`config.mk`:
```
export PLATFORM = sky130hd
export DESIGN_NAME = cv32e40px_rf_wb_arbiter
export DESIGN_NICKNAME = d
export VERILOG_FILES = /design/src/rtl/cv32e40px_rf_wb_arbiter.sv
export SDC_FILE = /design/constraint.sdc
export NUM_CORES = 1
export LEC_CHECK = 0
export CAP_MARGIN = 20
export CORE_ASPECT_RATIO = 0.6
export CORE_MARGIN = 10
export CORE_UTILIZATION = 36
export DETAILED_ROUTE_END_ITERATION = 8
export GPL_TIMING_DRIVEN = 1
export PLACE_DENSITY = 0.81
export SLEW_MARGIN = 10
export SYNTH_ARGS = -nofsm -noshare
export SYNTH_HDL_FRONTEND = slang
export SYNTH_SLANG_ARGS = --single-unit
export TNS_END_PERCENT = 5
```
`constraint.sdc`:
```
create_clock -name clk -period 3.1 [get_ports clk]
set_input_delay 0.62 -clock clk [delete_from_list [all_inputs] [get_ports clk]]
set_output_delay 0.62 -clock clk [all_outputs]
set_load 0.005 [all_outputs]
```
`src/rtl/cv32e40px_rf_wb_arbiter.sv`:
```
// Round-robin write-back arbiter for register-file write port B.
// Selects one producer per cycle, drops illegal pair writes, and registers the write into a single output stage.
module cv32e40px_rf_wb_arbiter #(
  parameter int NUM_REQ     = 3,
  parameter int ADDR_WIDTH  = 6,
  parameter int DATA_WIDTH  = 32,
  parameter int X_DUALWRITE = 1
) (
  input  logic                                     clk,
  input  logic                                     rst,
  input  logic                                     stall_i,
  input  logic [NUM_REQ-1:0]                       req_valid_i,
  output logic [NUM_REQ-1:0]                       req_ready_o,
  input  logic [NUM_REQ-1:0][ADDR_WIDTH-1:0]       req_addr_i,
  input  logic [NUM_REQ-1:0]                       req_dual_i,
  input  logic [NUM_REQ-1:0][1:0][DATA_WIDTH-1:0]  req_data_i,
  output logic [ADDR_WIDTH-1:0]                    waddr_b_o,
  output logic [1:0][DATA_WIDTH-1:0]               wdata_b_o,
  output logic [1:0]                               we_b_o,
  output logic [2**ADDR_WIDTH-1:0]                 pending_o,
  output logic                                     err_o
);

  localparam int PTR_W  = $clog2(NUM_REQ);
  localparam int FP_BIT = 5;

  logic [PTR_W-1:0]             ptr;
  logic                         gnt_valid;
  logic [PTR_W-1:0]             gnt_idx;
  logic [ADDR_WIDTH-1:0]        sel_addr;
  logic                         sel_dual;
  logic [1:0][DATA_WIDTH-1:0]   sel_data;
  logic                         dual_ok;
  logic [1:0]                   nxt_we;
  logic                         nxt_err;

  // Scan downward so the requester closest to ptr is the last (winning) assignment.
  always_comb begin
    gnt_valid = 1'b0;
    gnt_idx   = ptr;
    for (int k = NUM_REQ - 1; k >= 0; k--) begin
      automatic int idx = (int'(ptr) + k) % NUM_REQ;
      if (req_valid_i[idx]) begin
        gnt_valid = 1'b1;
        gnt_idx   = PTR_W'(idx);
      end
    end
    if (stall_i || rst) gnt_valid = 1'b0;
  end

  always_comb begin
    req_ready_o = '0;
    if (gnt_valid) req_ready_o[gnt_idx] = 1'b1;
  end

  assign sel_addr = req_addr_i[gnt_idx];
  assign sel_dual = req_dual_i[gnt_idx];
  assign sel_data = req_data_i[gnt_idx];

  // The register file pairs even/odd integer registers only; x0 can never be a pair base.
  assign dual_ok = (X_DUALWRITE != 0) && !sel_addr[FP_BIT] && !sel_addr[0] && (sel_addr != '0);

  always_comb begin
    nxt_we  = 2'b00;
    nxt_err = 1'b0;
    if (sel_dual) begin
      if (dual_ok) nxt_we  = 2'b11;
      else         nxt_err = 1'b1;
    end else if (sel_addr != '0) begin
      nxt_we = 2'b01;
    end
  end

  always_ff @(posedge clk or posedge rst) begin
    if (rst) begin
      ptr       <= '0;
      we_b_o    <= 2'b00;
      waddr_b_o <= '0;
      wdata_b_o <= '0;
      err_o     <= 1'b0;
    end else begin
      we_b_o <= 2'b00;
      err_o  <= 1'b0;
      if (gnt_valid) begin
        we_b_o    <= nxt_we;
        err_o     <= nxt_err;
        waddr_b_o <= sel_addr;
        wdata_b_o <= sel_data;
        ptr       <= (gnt_idx == PTR_W'(NUM_REQ - 1)) ? '0 : gnt_idx + 1'b1;
      end
    end
  end

  always_comb begin
    pending_o = '0;
    if (we_b_o[0]) pending_o[waddr_b_o]        = 1'b1;
    if (we_b_o[1]) pending_o[waddr_b_o + 1'b1] = 1'b1;
  end

endmodule

```
==> run_results.csv <==
group,metric,value,unit
pwr,ir_worst_vdd,0.000568,V
critical_path,r2r_cells,11,
timing,hold_violations,0,
critical_path,worst_ep_required_time,2480,ps
clocking,clk_latency,320,ps
synthesis,synth_cells,591,
synthesis,synth-edff-count,0,
floorplanning,die_w,177,µm
final_layout,post-route-util,68.4,%
run,drv_cap,0,
pwr,combinationalPowerShare,67.8,%
floorplanning,std_cell_rows,34,
global_route,antenna_found_initial,0,
timing,slew_headroom,55.3,%
drt,drc_errors,0,
synthesis,seq_area_frac_synth,35.4,%
timing,setup_viol,0,
global_route,grt_overflow,0,
final_layout,multi_input_area,0.00339,mm²
drt,drtPass1Iterations,6,
synthesis,async_flop_share,100,%
placement,io_buffers,358,
timing,finalCritPeriodShare,99.4,%
critical_path,crit_type,"register to output port",
pwr,p_int,5.21,mW
drt,m1WireLength,10400,µm
timing,worstMarginPinSlew,669,ps
placement,hpwl,20400,µm
placement,post_dp_cell_area,0.00927,mm²
synthesis,ys_top_cells_by_area,"dfrtp_1, mux2i_1, o22ai_1, a2bb2oi_1, nand2_1",
drt,met3_length,2900,µm
critical_path,crit_path_end_kind,"output port",
global_route,grt_max_degree,121,
critical_path,arrival,2460,ps
final_layout,mostFrequentLayoutCell,"clkdlybuf4s50_1",
min_path,hold_depth,2,
final_layout,drive_gt1_share,12.6,%
clocking,cts_made_buffers,9,
pwr,powerDensity,897,mW/mm²
global_route,first_global_vias,6218,
synthesis,ys_seq_elements,75,
synthesis,synth-warning-count,0,
pwr,sw_frac_of_total,41.2,%
pwr,seqPwrFrac,19.6,%
synthesis,syn_area,0.00530,mm²
final_layout,design_area,0.00989,mm²
synthesis,yosysTopAreaCell,"dfrtp_1",
final_layout,final_net_count,1178,
critical_path,cp_top_family,"buffers and inverters",
drt,wl_met2,12200,µm
final_layout,seqCellArea,0.00188,mm²
drt,ant_nets,0,
floorplanning,start_util,36.6,%
status,status,"finished, final reports clean",
floorplanning,dieHeight,114,µm
floorplanning,die_area,0.0201,mm²
drt,wl_per_cell,22.3,µm
timing,clock.fmax,0.324,GHz
clocking,clk_path_buf_depth,2,
critical_path,slowest_stage,"clkdlybuf4s50_1",
drt,drt_iter0_drc,693,
timing,skew,5.43,ps
floorplanning,core_region_area,0.0145,mm²
clocking,cts-root-buf,"clkbuf_16",
critical_path,worstPathCellList,"ha_1, buf_4, xnor2_2, nor2_2, nand2_2, o22ai_1, clkdlybuf4s50_1",
critical_path,critPathMaxFanout,8,
clocking,cts_tree,"done",
clocking,clkTransAtPathRegs,60,ps
clocking,cts_sinks,75,
timing,rsz0062_at_grt,"yes",
critical_path,start_kind,"register",
timing,slew_violations,0,
synthesis,yosysUniqueCellTypes,60,
timing,finalSetupTns,0,ps
placement,dp_cells,1136,
drt,via_per_inst,5.61,
pwr,leakage,4.09,nW
global_route,grtUsageTotal,23.6,%
synthesis,avgSynthCellArea,8.97,µm²
final_layout,area_growth,86.6,%
synthesis,syn_nets,813,
drt,wirelength,25900,µm
floorplanning,io_pins,359,
clocking,holdBufCountCts,0,
critical_path,cp_num_cells,7,
final_layout,antenna_cells,0,
placement,place.gp.congestion,0.959,
critical_path,cpPeakStageDelay,570,ps
clocking,htreeDepth,3,
drt,maxUsedRoutingLayer,"met4",
timing,hold_slack,480,ps
final_layout,final_cell_mix,"clkdlybuf4s50_1, dfrtp_1, mux2i_1, nand2_1, o22ai_1",
global_route,grt_pass1_wl,37900,µm
final_layout,n_fill_cell,1127,
timing,fin_crit,3080,ps
min_path,hp-class,"register to register",
pwr,p_clk_share,12.6,%
critical_path,critPathBufInv,2,
final_layout,instances_no_fill,1158,
drt,vias,6501,
synthesis,synthFlopType,"dfrtp_1",
pwr,switchingPower,3.66,mW
synthesis,synth_top_area_share,35.4,%
-- flip-flops by register name (all words and copies together) (netlist names) --
signal,flops
err_o,1
ptr,2
we_b_o,2
wdata_b_o,64
waddr_b_o,6
-- tightest hold or removal path: stages (launching register included) --
cell	delay (ps)
dfrtp_1	340
nand2_1	50
o21ai_1	60
-- final cells by class --
cell class / instances / share of cell area, %
clock buffer: 9 / 2.28
inverter: 3 / 0.127
timing repair buffer: 408 / 40.9
clock inverter: 6 / 0.911
tap: 198 / 2.51
sequential: 75 / 19.0
multi-input combinational: 459 / 34.3
-- final timing paths --
check	startpoint	endpoint	slack (ps)
max	waddr_b_o[0]	pending_o[37]	20
min	wdata_b_o[58]	wdata_b_o[58]	480
max reg2reg	ptr[0]	err_o	220
min reg2reg	wdata_b_o[58]	wdata_b_o[58]	480
max in group asynchronous	rst	wdata_b_o[12]	1670
min in group asynchronous	rst	ptr[0]	790
-- metrics by stage --
step | worst slack [ps] | power, mW
6_report | 17.4 | 8.87
5_1_grt | -105 | 9.44
4_1_cts | -101 | 8.66
3_5_place_dp | -188 | 7.44
3_3_place_gp | -221 | 7.34
2_1_floorplan | 187 | 5.01
-- cells in the mapped netlist, drive strengths merged (2+ instances only) --
master / count
nor2: 34
a221oi: 6
or2: 3
a21oi: 4
or3b: 2
o21ai: 53
nand2b: 8
clkbuf: 33
a311oi: 2
nor3: 2
nor4b: 7
ha: 3
and2: 2
buf: 21
a221o: 23
nand3: 14
a2bb2oi: 42
mux2i: 67
o22ai: 65
inv: 3
nor2b: 11
nand2: 71
nand4b: 2
dfrtp: 75
nand3b: 6
a22oi: 3
nand4: 3
xor2: 2
and3: 3
o211ai: 2
-- routing by layer --
metal,global-route usage [%],vias up
met2,38.3,377
met1,29.4,3088
met4,3.74,0
li1,-,3003
met5,0,-
met3,9.67,33
-- cells by family after synthesis --
family / count (synthesis) / share of synthesized area [%]
compound gates: 210 / 28.4
simple gates: 174 / 16.6
flops: 75 / 35.4
mux: 68 / 12.9
buf+inv: 57 / 5.34
fa+ha+maj: 4 / 0.897
xor+xnor: 3 / 0.496
-- power by group through the flow --
stage | clock [mW] | combinational, mW | sequential (mW)
finish | 1.12 | 6.01 | 1.74
global route | 1.19 | 6.45 | 1.80
CTS | 1.14 | 5.79 | 1.72
detailed placement | 0 | 5.72 | 1.73
global placement | 0 | 5.63 | 1.72
floorplan | 0 | 3.30 | 1.71
-- what timing repair did --
action,CTS,global route
setup buffers,1,5
pin swaps,7,6
setup endpoints to repair,46,65
hold endpoints to repair,0,0
gates resized for setup,16,47
No activity file was read; power rests on OpenSTA's default activity.
